$ cat src/rtl/ctrl_pipe_cond.sv
// Back-end control pipeline with ARM condition gating in Execute.
// Holds the NZCV flags and squashes side-effect bits of failed instructions.
module ctrl_pipe_cond #(
  parameter int                CTRL_W     = 12,
  parameter int                NUM_STAGES = 3,
  parameter logic [CTRL_W-1:0] GATE_MASK  = 'h0FF,
  parameter int                BRANCH_BIT = 0
) (
  input  logic                         clk,
  input  logic                         reset,
  input  logic [CTRL_W-1:0]            ctrl_d,
  input  logic                         valid_d,
  input  logic [3:0]                   cond_d,
  input  logic                         flag_write_d,
  input  logic [3:0]                   alu_flags,
  input  logic [NUM_STAGES-1:0]        stall,
  input  logic [NUM_STAGES-1:0]        flush,
  output logic [NUM_STAGES*CTRL_W-1:0] ctrl_q,
  output logic [NUM_STAGES-1:0]        valid_q,
  output logic                         cond_ex,
  output logic                         branch_taken_e,
  output logic [3:0]                   flags_q
);

  logic [CTRL_W-1:0]     st_ctrl_q [NUM_STAGES];
  logic [CTRL_W-1:0]     st_ctrl_d [NUM_STAGES];
  logic [NUM_STAGES-1:0] st_vld_q;
  logic [NUM_STAGES-1:0] st_vld_d;
  logic [3:0]            e0_cond_q;
  logic [3:0]            e0_cond_d;
  logic                  e0_fw_q;
  logic                  e0_fw_d;
  logic [3:0]            flg_d;
  logic                  flg_n;
  logic                  flg_z;
  logic                  flg_c;
  logic                  flg_v;
  logic                  pass;
  logic [CTRL_W-1:0]     gated;

  assign {flg_n, flg_z, flg_c, flg_v} = flags_q;

  always_comb begin
    pass = 1'b1;
    case (e0_cond_q)
      4'd0:    pass = flg_z;
      4'd1:    pass = ~flg_z;
      4'd2:    pass = flg_c;
      4'd3:    pass = ~flg_c;
      4'd4:    pass = flg_n;
      4'd5:    pass = ~flg_n;
      4'd6:    pass = flg_v;
      4'd7:    pass = ~flg_v;
      4'd8:    pass = flg_c & ~flg_z;
      4'd9:    pass = ~flg_c | flg_z;
      4'd10:   pass = (flg_n == flg_v);
      4'd11:   pass = (flg_n != flg_v);
      4'd12:   pass = ~flg_z & (flg_n == flg_v);
      4'd13:   pass = flg_z | (flg_n != flg_v);
      default: pass = 1'b1;
    endcase
  end

  assign cond_ex        = pass & st_vld_q[0];
  assign branch_taken_e = st_ctrl_q[0][BRANCH_BIT] & cond_ex;
  assign gated          = st_ctrl_q[0] & ~(GATE_MASK & {CTRL_W{~cond_ex}});

  always_comb begin
    st_ctrl_d = st_ctrl_q;
    st_vld_d  = st_vld_q;
    e0_cond_d = e0_cond_q;
    e0_fw_d   = e0_fw_q;
    flg_d     = flags_q;
    if (flush[0]) begin
      st_ctrl_d[0] = '0;
      st_vld_d[0]  = 1'b0;
      e0_cond_d    = '0;
      e0_fw_d      = 1'b0;
    end else if (!stall[0]) begin
      st_ctrl_d[0] = ctrl_d;
      st_vld_d[0]  = valid_d;
      e0_cond_d    = cond_d;
      e0_fw_d      = flag_write_d;
    end
    for (int i = 1; i < NUM_STAGES; i++) begin
      if (flush[i] || (!stall[i] && stall[i-1])) begin
        st_ctrl_d[i] = '0;
        st_vld_d[i]  = 1'b0;
      end else if (!stall[i]) begin
        st_ctrl_d[i] = (i == 1) ? gated : st_ctrl_q[i-1];
        st_vld_d[i]  = st_vld_q[i-1];
      end
    end
    // Only a retiring-from-E, condition-passing S instruction writes NZCV
    if (st_vld_q[0] && e0_fw_q && cond_ex && !stall[0] && !flush[0])
      flg_d = alu_flags;
  end

  always_ff @(posedge clk or negedge reset) begin
    if (!reset) begin
      for (int i = 0; i < NUM_STAGES; i++)
        st_ctrl_q[i] <= '0;
      st_vld_q  <= '0;
      e0_cond_q <= '0;
      e0_fw_q   <= 1'b0;
      flags_q   <= '0;
    end else begin
      for (int i = 0; i < NUM_STAGES; i++)
        st_ctrl_q[i] <= st_ctrl_d[i];
      st_vld_q  <= st_vld_d;
      e0_cond_q <= e0_cond_d;
      e0_fw_q   <= e0_fw_d;
      flags_q   <= flg_d;
    end
  end

  for (genvar g = 0; g < NUM_STAGES; g++) begin : g_out
    assign ctrl_q[g*CTRL_W +: CTRL_W] = st_ctrl_q[g];
  end

  assign valid_q = st_vld_q;

endmodule

$ cat config.mk
export PLATFORM = sky130hd
export DESIGN_NAME = ctrl_pipe_cond
export DESIGN_NICKNAME = d
export VERILOG_FILES = /design/src/rtl/ctrl_pipe_cond.sv
export SDC_FILE = /design/constraint.sdc
export NUM_CORES = 1
export LEC_CHECK = 0
export CAP_MARGIN = 10
export CORE_MARGIN = 5
export CORE_UTILIZATION = 40
export DETAILED_ROUTE_END_ITERATION = 7
export GPL_ROUTABILITY_DRIVEN = 0
export PLACE_DENSITY = 0.84
export SKIP_LAST_GASP = 1
export SYNTH_ARGS = -nofsm -noshare
export SYNTH_HDL_FRONTEND = slang
export SYNTH_SLANG_ARGS = --single-unit
$ cat constraint.sdc
create_clock -name clk -period 2.1 [get_ports clk]
set_clock_uncertainty 0.1 [all_clocks]
set_input_delay 0.42 -clock clk [delete_from_list [all_inputs] [get_ports clk]]
set_output_delay 0.42 -clock clk [all_outputs]
set_load 0.01 [all_outputs]
==> impl_metrics.toml <==
[route]
via_per_inst = 5.110
drt_iter0_drc = 110
post_drt_wl_per_cell_um = 17.45
ant_nets = 0
route.detailed.drc = 0
wirelength_um = 6019
drt_pre_antenna_iters = 4
dr_total_vias = 1763

[synth]
syn_area_per_cell_sq_um = 12.33
synthTopCellsByArea = "dfrtp_1 (56%), mux2i_1 (15%), nor2_1 (5.6%)"
yosysWarnings = 0
ys.flop_type = "dfrtp_1"
syn_inst = 173
syn_nets = 203
yosys-top-cells-count = "dfrtp_1 (48), mux2i_1 (33), nor2_1 (32)"
yosysTopAreaCell = "dfrtp_1"
synth-async-reset-ratio = 1.000
yosysUniqueCellTypes = 33
synth_enable_flop_cells = 0
ys_seq_area_frac = 0.5630
synth-seq-cells = 48
synth_most_common_cell = "dfrtp_1"
synth_area_sq_um = 2133
synth.top_cell.area_share = 0.5630

[worst_setup_path]
crit_path_end_kind = "primary output"
crit_buf_inv = 3
critPathLaunchType = "register"
r2r_slack_ns = -0.17
slowest_stage = "dfrtp_2"
critPathRequiredTime_ns = 1.58
cp.arrival_ns = 2.14
r2r_cells = 8
crit_type = "register to primary output"
r2r_end = "ctrl_q[12]"
cp_top_family = "compound AO/OA/AOI/OAI gates"
critPathMaxStageDelay_ns = 0.48
crit_chain = "buf_6, and4bb_2, o31a_1, o31a_1, buf_4, and2_4, buf_6"
rr_startpoint = "e0_cond_q[0]"
cp_max_fo = 5

[worst_hold_path]
whs_endpoint = "ctrl_q[25]"
min_path_type = "register to register"
holdPathStages = 2
worstHoldStart = "ctrl_q[25]"

[timing]
rsz0062_at_grt = "true"
final_hold_viol_count = 0
tightestPinTransition_ns = 0.8309
final-max-slew-violation-count = 0
fin_crit_ns = 2.657
finalSetupViolations = 14
max_freq_mhz = 376.4
finalCritPeriodShare = 1.265
worst_slack_ns = -0.5571
slew_headroom = 0.4449

[layout]
final_area_sq_um = 3328
synthToLayoutAreaGrowth_pct = 56.01
nets = 304
drive_gt1_frac = 0.2073
final_util = 0.6475
antenna_cells = 0
fin_cells = 345

[job]
maxCapViolCount = 0

[placement]
numPortBuffers = 74
placed_cell_area_sq_um = 3084
placedCellCount = 328
dp_hpwl_um = 4256

[floorplan]
fp.dieArea_sq_um = 6894
rows = 26
top_level_ports = 75
die_w_um = 83.03
core_sq_um = 5140
dieHeight_um = 83.03
initial_core_util = 0.4150

[grt]
track_usage = 0.1794
grt_max_degree = 20
overflow = 0
antenna_found_initial = 0
grt_pass1_vias = 1951
grt_pass1_wl_um = 10030

[outcome]
violations = "negative setup slack"
outcome = "finished, violations left"

[clocking]
clockBufferDepth = 2
clk_pin_slew_worst_paths_ns = 0.08
numCtsBuffers = 5
cts_tree = "done"
cts_max_level = 2
root_buffer = "clkbuf_8"
clock_latency_ns = 0.30
cts_sinks = 48

[power]
clkPwrFrac = 0.335
p_leak_nw = 1.547
p_total_mw = 1.930
peakVddDrop_v = 0.0003558
p_sw_mw = 0.4579
internal-power_mw = 1.473
seqPwrFrac = 0.506
p_sw_frac = 0.2372
combPwrFrac = 0.159
power.density_nw_per_um2 = 580.0
-- worst min-delay path: stages (launching register included) --
cell and delay (ns):
dfrtp_1 0.35, mux2i_1 0.07, nor2_1 0.07
-- worst max path at each step --
stage,startpoint,slack [ns],cells past startpoint,to
2_1_floorplan,flags_q[3],-0.13,6,branch_taken_e
3_3_place_gp,flags_q[3],-0.47,6,branch_taken_e
3_5_place_dp,flags_q[3],-0.48,6,branch_taken_e
4_1_cts,e0_cond_q[0],-0.49,7,branch_taken_e
5_1_grt,e0_cond_q[0],-0.63,7,branch_taken_e
6_report,e0_cond_q[0],-0.56,7,branch_taken_e
-- flip-flops by register name (all words and copies together), names as in the netlist --
signal and cells:
ctrl_q 36, valid_q 3, e0_fw_q 1, e0_cond_q 4
flags_q 4
-- timing repair --
action,4_1_cts,5_1_grt
setup buffers,10,2
gates resized for setup,21,6
setup endpoints to repair,14,14
hold buffers,1,0
pin swaps,11,1
hold endpoints to repair,17,0
-- metal layers --
metal / GRT usage / vias up / share of wire
li1: - / 822 / -
met3: 0.05941 / 23 / 0.059
met1: 0.2058 / 855 / 0.40
met2: 0.3061 / 63 / 0.51
met5: 0 / - / 0
met4: 0.07429 / 0 / 0.030
-- placed cells by master (no fill, tap or decap), types with 2 or more instances in the layout --
cell / instances
clkdlybuf4s50_1: 71
nor2_1: 32
buf_4: 25
a32o_1: 8
nor3b_1: 2
dfrtp_2: 3
a21oi_1: 2
mux2_4: 3
mux2i_1: 33
o31a_1: 2
buf_6: 8
a22o_1: 5
nor3_1: 3
dfrtp_1: 45
nand2_1: 4
clkbuf_8: 5
-- metrics by stage --
stage,hold slack [ns],TNS [ns],setup WS [ns]
after floorplan,0.02441,-0.1273,-0.1273
final,0.4296,-2.623,-0.5571
after detailed placement,0.2779,-1.794,-0.4832
after global placement,0.2738,-1.284,-0.4660
after CTS,0.4340,-1.428,-0.4886
after global routing,0.4531,-3.436,-0.6259
-- power groups by stage --
stage               Sequential, mW  Clock [mW]  Combinational (mW)
floorplan                    0.997           0               0.104
global placement             0.990           0               0.274
CTS                          0.974       0.665               0.298
global route                 0.979       0.701               0.330
detailed placement           0.991           0               0.279
finish                       0.976       0.648               0.307
-- logic make-up (layout without fill, tap and decap cells) --
kind of cell | count (synthesis) | count (layout) | share of synthesized area
buf+inv | 14 | 116 | 0.03460
flops | 48 | 48 | 0.5630
compound gates | 23 | 23 | 0.1044
simple gates | 49 | 49 | 0.1103
xor+xnor | 2 | 2 | 0.01173
mux | 37 | 37 | 0.1760
-- area by class of cell --
cell class              count  area (sq um)
inverters                   1         3.754
repair buffers            107          1023
well taps                  70         87.58
clock inverters             2         35.03
fillers                   418          1812
multi-input cells         111         900.9
clock buffers               6         72.57
flip-flops and latches     48          1205
Note: power is estimated with default switching activity, not from simulation.
